===== src/rtl/instr_encoder.sv =====
// MIPS-style instruction encoder: turns descriptors into 32-bit words and streams
// them through a small FIFO into consecutive instruction-memory addresses.
module instr_encoder #(
   parameter int AW    = 10,
   parameter int DEPTH = 4
) (
   input  logic          clk,
   input  logic          rst_n,
   input  logic          start,
   input  logic [AW-1:0] base_addr,
   input  logic          in_valid,
   output logic          in_ready,
   input  logic          in_last,
   input  logic [4:0]    op_sel,
   input  logic [4:0]    rs,
   input  logic [4:0]    rt,
   input  logic [4:0]    rd,
   input  logic [4:0]    shamt,
   input  logic [15:0]   imm,
   input  logic [25:0]   target,
   output logic          imem_we,
   output logic [AW-1:0] imem_addr,
   output logic [31:0]   imem_wdata,
   input  logic          imem_ready,
   output logic          busy,
   output logic          done,
   output logic          err,
   output logic [AW:0]   count,
   output logic [1:0]    dbg_state_o
);

   localparam int PW = $clog2(DEPTH);

   typedef enum logic [1:0] {
      S_IDLE  = 2'd0,
      S_RUN   = 2'd1,
      S_DRAIN = 2'd2,
      S_DONE  = 2'd3
   } state_t;

   // Handshakes: a descriptor transfers on the rising edge where in_valid && in_ready;
   // an imem write completes on the rising edge where imem_we && imem_ready.
   state_t        state_q;
   logic [PW:0]   wr_ptr_q;
   logic [PW:0]   rd_ptr_q;
   logic [31:0]   mem_q [DEPTH];
   logic [AW-1:0] addr_q;
   logic [AW:0]   count_q;
   logic          err_q;

   logic          fifo_empty;
   logic          fifo_full;
   logic          accept;
   logic          pop;
   logic          legal;
   logic          shift_op;
   logic [5:0]    funct;
   logic [5:0]    opcode;
   logic [31:0]   enc_word;

   assign fifo_empty = (wr_ptr_q == rd_ptr_q);
   assign fifo_full  = (wr_ptr_q[PW] != rd_ptr_q[PW]) &&
                       (wr_ptr_q[PW-1:0] == rd_ptr_q[PW-1:0]);

   assign in_ready    = (state_q == S_RUN) && !fifo_full;
   assign accept      = in_valid && in_ready;
   assign pop         = !fifo_empty && imem_ready;

   assign imem_we     = !fifo_empty;
   assign imem_wdata  = mem_q[rd_ptr_q[PW-1:0]];
   assign imem_addr   = addr_q;
   assign count       = count_q;
   assign err         = err_q;
   assign busy        = (state_q == S_RUN) || (state_q == S_DRAIN);
   assign done        = (state_q == S_DONE);
   assign dbg_state_o = state_q;

   always_comb begin
      legal    = 1'b1;
      shift_op = 1'b0;
      funct    = 6'd0;
      opcode   = 6'd0;
      enc_word = 32'd0;
      case (op_sel)
         5'd0:  funct = 6'b100000;
         5'd1:  funct = 6'b100001;
         5'd2:  funct = 6'b100010;
         5'd3:  funct = 6'b100011;
         5'd4:  funct = 6'b100100;
         5'd5:  funct = 6'b100101;
         5'd6:  funct = 6'b100110;
         5'd7:  funct = 6'b100111;
         5'd8:  funct = 6'b101010;
         5'd9:  funct = 6'b101011;
         5'd10: begin funct = 6'b000000; shift_op = 1'b1; end
         5'd11: begin funct = 6'b000010; shift_op = 1'b1; end
         5'd12: begin funct = 6'b000011; shift_op = 1'b1; end
         5'd13: funct = 6'b000100;
         5'd14: funct = 6'b000110;
         5'd15: funct = 6'b000111;
         5'd16: opcode = 6'b001000;
         5'd17: opcode = 6'b001001;
         5'd18: opcode = 6'b001100;
         5'd19: opcode = 6'b001101;
         5'd20: opcode = 6'b001110;
         5'd21: opcode = 6'b100011;
         5'd22: opcode = 6'b101011;
         5'd23: opcode = 6'b000100;
         5'd24: opcode = 6'b000101;
         5'd25: opcode = 6'b001111;
         5'd26: opcode = 6'b001010;
         5'd27: opcode = 6'b001011;
         5'd28: opcode = 6'b000010;
         default: legal = 1'b0;
      endcase
      // Immediate shifts carry their amount in shamt, so rs is zeroed; others zero shamt.
      if (op_sel < 5'd16) begin
         if (shift_op) enc_word = {6'b000000, 5'd0, rt, rd, shamt, funct};
         else          enc_word = {6'b000000, rs, rt, rd, 5'd0, funct};
      end else if (op_sel == 5'd28) begin
         enc_word = {opcode, target};
      end else if (op_sel == 5'd25) begin
         enc_word = {opcode, 5'd0, rt, imm};
      end else begin
         enc_word = {opcode, rs, rt, imm};
      end
   end

   // Storage has no reset: occupancy is defined solely by the pointers.
   always_ff @(posedge clk) begin
      if (accept && legal) mem_q[wr_ptr_q[PW-1:0]] <= enc_word;
   end

   always_ff @(posedge clk or negedge rst_n) begin
      if (!rst_n) begin
         state_q  <= S_IDLE;
         wr_ptr_q <= '0;
         rd_ptr_q <= '0;
         addr_q   <= '0;
         count_q  <= '0;
         err_q    <= 1'b0;
      end else begin
         if (accept && legal) wr_ptr_q <= wr_ptr_q + 1'b1;
         if (pop) begin
            rd_ptr_q <= rd_ptr_q + 1'b1;
            addr_q   <= addr_q + 1'b1;
            count_q  <= count_q + 1'b1;
         end
         case (state_q)
            S_IDLE: begin
               if (start) begin
                  state_q <= S_RUN;
                  addr_q  <= base_addr;
                  count_q <= '0;
                  err_q   <= 1'b0;
               end
            end
            S_RUN: begin
               if (accept) begin
                  if (!legal) err_q <= 1'b1;
                  if (in_last) state_q <= S_DRAIN;
               end
            end
            S_DRAIN: begin
               if (fifo_empty) state_q <= S_DONE;
            end
            default: state_q <= S_IDLE;
         endcase
      end
   end

endmodule


===== config.mk =====
export PLATFORM = sky130hd
export DESIGN_NAME = instr_encoder
export DESIGN_NICKNAME = d
export VERILOG_FILES = /design/src/rtl/instr_encoder.sv
export SDC_FILE = /design/constraint.sdc
export NUM_CORES = 1
export LEC_CHECK = 0
export BUFFER_PORTS_ARGS = -buffer_cell sky130_fd_sc_hd__buf_2
export CORE_MARGIN = 2
export CORE_UTILIZATION = 40
export DETAILED_ROUTE_END_ITERATION = 8
export GPL_TIMING_DRIVEN = 0
export PLACE_DENSITY = 0.65
export SETUP_SLACK_MARGIN = 0.2
export SLEW_MARGIN = 15
export SYNTH_ARGS = -nofsm -noshare
export SYNTH_HDL_FRONTEND = slang
export SYNTH_SLANG_ARGS = --single-unit

===== constraint.sdc =====
create_clock -name clk -period 5.1 [get_ports clk]
set_input_delay 0.255 -clock clk [delete_from_list [all_inputs] [get_ports clk]]
set_output_delay 0.255 -clock clk [all_outputs]
set_load 0.01 [all_outputs]

==> metrics.md <==
| Metric | Value |
|---|---|
| Outcome | finished, final reports clean |
| Worst Hold Path Cells | 3 |
| Standard cell core area | 0.0172 mm2 |
| Final Hold Fails | 0 |
| Worst path cell trace | buf_6 -> clkbuf_1 -> mux4_2 -> buf_2 |
| Filler Cell Count | 1515 |
| Area taken by multi-input logic gates | 0.00232 mm2 |
| Antenna Violating Nets Remaining | 0 |
| Worst-case reg-to-reg path depth | 5 |
| Pin count of the biggest net entering global routing | 31 |
| Number of design rule violations left after detail routing | 0 |
| Setup TNS | 0 ns |
| Master of the slowest instance on the critical path | sky130_fd_sc_hd__clkbuf_1 |
| Clk Tree Root Cell | sky130_fd_sc_hd__clkbuf_16 |
| Leading cell type in the layout, fill and taps excluded | sky130_fd_sc_hd__buf_2 |
| Fmax | 0.428 GHz |
| Proportion of synthesized flip-flops having asynchronous set or reset | 19.5% |
| Number of global-route vias before repair | 4497 |
| Final setup skew | 0.0111 ns |
| Detailed-routing iteration count for the pre-antenna-repair pass | 5 |
| Instance count of the mapped netlist | 452 |
| Die width | 136 um |
| Quantity of I/O buffers inserted on ports | 139 |
| WS Path Type | flop to primary output |
| Number of flops mapped to enable cells by yosys | 124 |
| Storage cell area | 0.00447 mm2 |
| Hpwl dp | 10700 um |
| IO Pins | 143 |
| Synthesis-to-finish area growth | 23.2% |
| Portion of the post-synthesis area used by sequential elements | 64.3% |
| Post-Syn Nets | 546 |
| Highest-count cells in the layout ignoring fill and taps | 144 x sky130_fd_sc_hd__buf_2, 124 x sky130_fd_sc_hd__edfxtp_1, 31 x sky130_fd_sc_hd__mux4_2, 30 x sky130_fd_sc_hd__dfrtp_1, 24 x sky130_fd_sc_hd__nor2_1 |
| Period utilization | 45.8% |
| Critical Path Max Stage Delay | 0.55 ns |
| Antenna diode instance count | 0 |
| Synth unique cells | 54 |
| Max Root-Sink Buffers | 2 |
| Global-route wire length before repair | 24100 um |
| Final core utilization | 49.9% |
| Worst-skew pair later-pin latency | 0.42 ns |
| GR Util All Layers | 17.4% |
| Worst hold path class | input port to flop |
| Post-CTS Setup Inserts | 0 |
| Worst Setup Start Kind | flop |
| Type of destination of the critical path | primary output |
| Final critical delay including setup and external delays | 2.34 ns |
| Clock Pin Slew Worst Setup and Hold Paths | 0.06 ns |
| Vias per inst | 5.39 |
| Synthesized flop and latch total | 154 |
| Wire length reported by the detailed router | 15500 um |
| # nets final | 709 |
| Number of max-capacitance violations reported | 0 |
| RSZ-0062 raised after global routing | no |
| Number of rows in the core area | 48 |
| Warning count from the yosys run | 0 |
| Data required time at the worst endpoint | 4.85 ns |
| Post-synthesis instance area | 0.00696 mm2 |
| Actual slew at the worst max-slew pin | 0.844 ns |
| Max-Slew Margin vs Limit | 43.5% |
| Total setup violations reported at the end of the flow | 0 |
| Highest net fanout along the worst path | 10 |
| Data arrival, critical path | 2.08 ns |
| Pwr dens | 502 mW/mm2 |
| Reported leakage power | 3.23 nW |
| CTS tree | done |
| Die ar. | 0.0185 mm2 |
| Mean instance size in the synthesized netlist | 15.4 um2 |
| Number of levels the H-tree was split into | 4 |
| Worst vdd rail ir drop | 0.304 mV |
| Max Slew Vio Count | 0 |
| Top flip-flop cell by instance count after synthesis | sky130_fd_sc_hd__edfxtp_1 |
| Total via count in the routed design | 4583 |
| Remaining global-route overflow | 0 |
| Chip Height | 136 um |
| Number of DRC violations after detailed-routing iteration 0 | 296 |
| Average wire length per cell after detail routing | 18.3 um |
| Total clock buffers created by CTS | 17 |
| Ratio of cells with drive above 1 in the final layout | 37.2% |
| Initial Utilization | 40.5% |
| Antenna violations before repair | 0 |
| Final weighted congestion in routability-driven placement | 0.892 |
| CTS sink cnt | 154 |
==> state kept, by name, indices dropped and copies added (netlist names) <==
register     count
mem_q          124
count           11
imem_addr       10
rd_ptr_q         3
wr_ptr_q         3
dbg_state_o      2
err              1
==> per-layer routing <==
layer,GRT usage [%],share of wire (%)
met4,4.22,0.95
met1,22.8,44
met3,5.82,7.6
met2,28.0,47
met5,0,0
==> cells by family after synthesis <==
group                      share of synthesized area, %
other                                            0.0539
adders and majority gates                          1.98
and+or+nand+nor                                    7.30
DFF                                                64.3
muxes                                              13.8
xor gates and xnor gates                           2.34
AOI/OAI and AO/OA                                  7.84
buffers and inverters                              2.41
==> timing repair <==
action / CTS / global route
hold buffers: 1 / 0
hold endpoints to repair: 30 / 0
gates resized for setup: 0 / 0
==> report_power, final <==
part | total [W] | switching [W] | internal (W)
Combinational | 0.00146 | 0.000808 | 0.000649
Sequential | 0.00168 | 0.000133 | 0.00154
Clock | 0.00117 | 0.000501 | 0.000672
Total | 0.00431 | 0.00144 | 0.00286
==> cells in the mapped netlist (all sizes together) (2+ instances only) <==
master	count	share of area, %
mux2i	14	2.0
or4	4	0.43
nor3	4	0.43
nand2b	3	0.27
o22ai	2	0.18
clkbuf	12	0.65
or3	9	0.81
nand3	14	1.0
nand4	4	0.36
nand2	18	0.97
o21a	2	0.22
o21ai	15	1.1
a22o	10	1.3
o31ai	6	0.72
o311ai	3	0.38
xnor2	10	1.3
nor2b	2	0.18
ha	11	2.0
xor2	6	1.1
nor2	24	1.3
buf	13	1.2
mux2	11	1.8
and2	6	0.54
o31a	3	0.38
mux4	31	10
a31oi	9	0.81
and3	6	0.54
a21oi	20	1.4
dfrtp	30	11
a21boi	2	0.22
edfxtp	124	53
inv	10	0.54
and4	2	0.25
==> final cells by class <==
| class | count | area share [%] |
|---|---|---|
| Buffer | 25 | 1.52 |
| Clock buffer | 18 | 5.00 |
| Clock inverter | 12 | 1.34 |
| Inverter | 10 | 0.438 |
| Multi-Input combinational cell | 263 | 27.1 |
| Sequential cell | 154 | 52.2 |
| Tap cell | 225 | 3.28 |
| Timing Repair Buffer | 144 | 9.16 |
==> stage by stage <==
step           setup WS (ns)  std cells  area [um2]  hold slack (ns)  power, W
6_report                2.76        851        8580           0.0788   0.00431
5_1_grt                 2.63        851        8580           0.0564   0.00456
4_1_cts                 2.74        851        8580           0.0536   0.00436
3_5_place_dp            2.68        820        8020            0.353   0.00319
3_3_place_gp            2.05        816        7940            0.329   0.00313
2_1_floorplan           2.80        452        6960          -0.0406   0.00265
==> path summary, 6_finish.rpt <==
check                        startpoint        endpoint  slack [ns]
max in group asynchronous         rst_n     rd_ptr_q[0]        4.22
setup reg to reg            rd_ptr_q[1]     mem_q[3][0]        2.92
hold reg to reg             wr_ptr_q[2]     wr_ptr_q[2]        0.56
min in group asynchronous         rst_n    imem_addr[6]        0.43
hold / removal             base_addr[1]    imem_addr[1]        0.08
setup / recovery            rd_ptr_q[1]  imem_wdata[13]        2.76
==> critical path: cells and delay by family (launching register included) <==
family / cells / cell delay [ns]
flops: 1 / 0.37
mux: 1 / 0.44
buf+inv: 3 / 0.86
(Power assumes the default switching activity.)
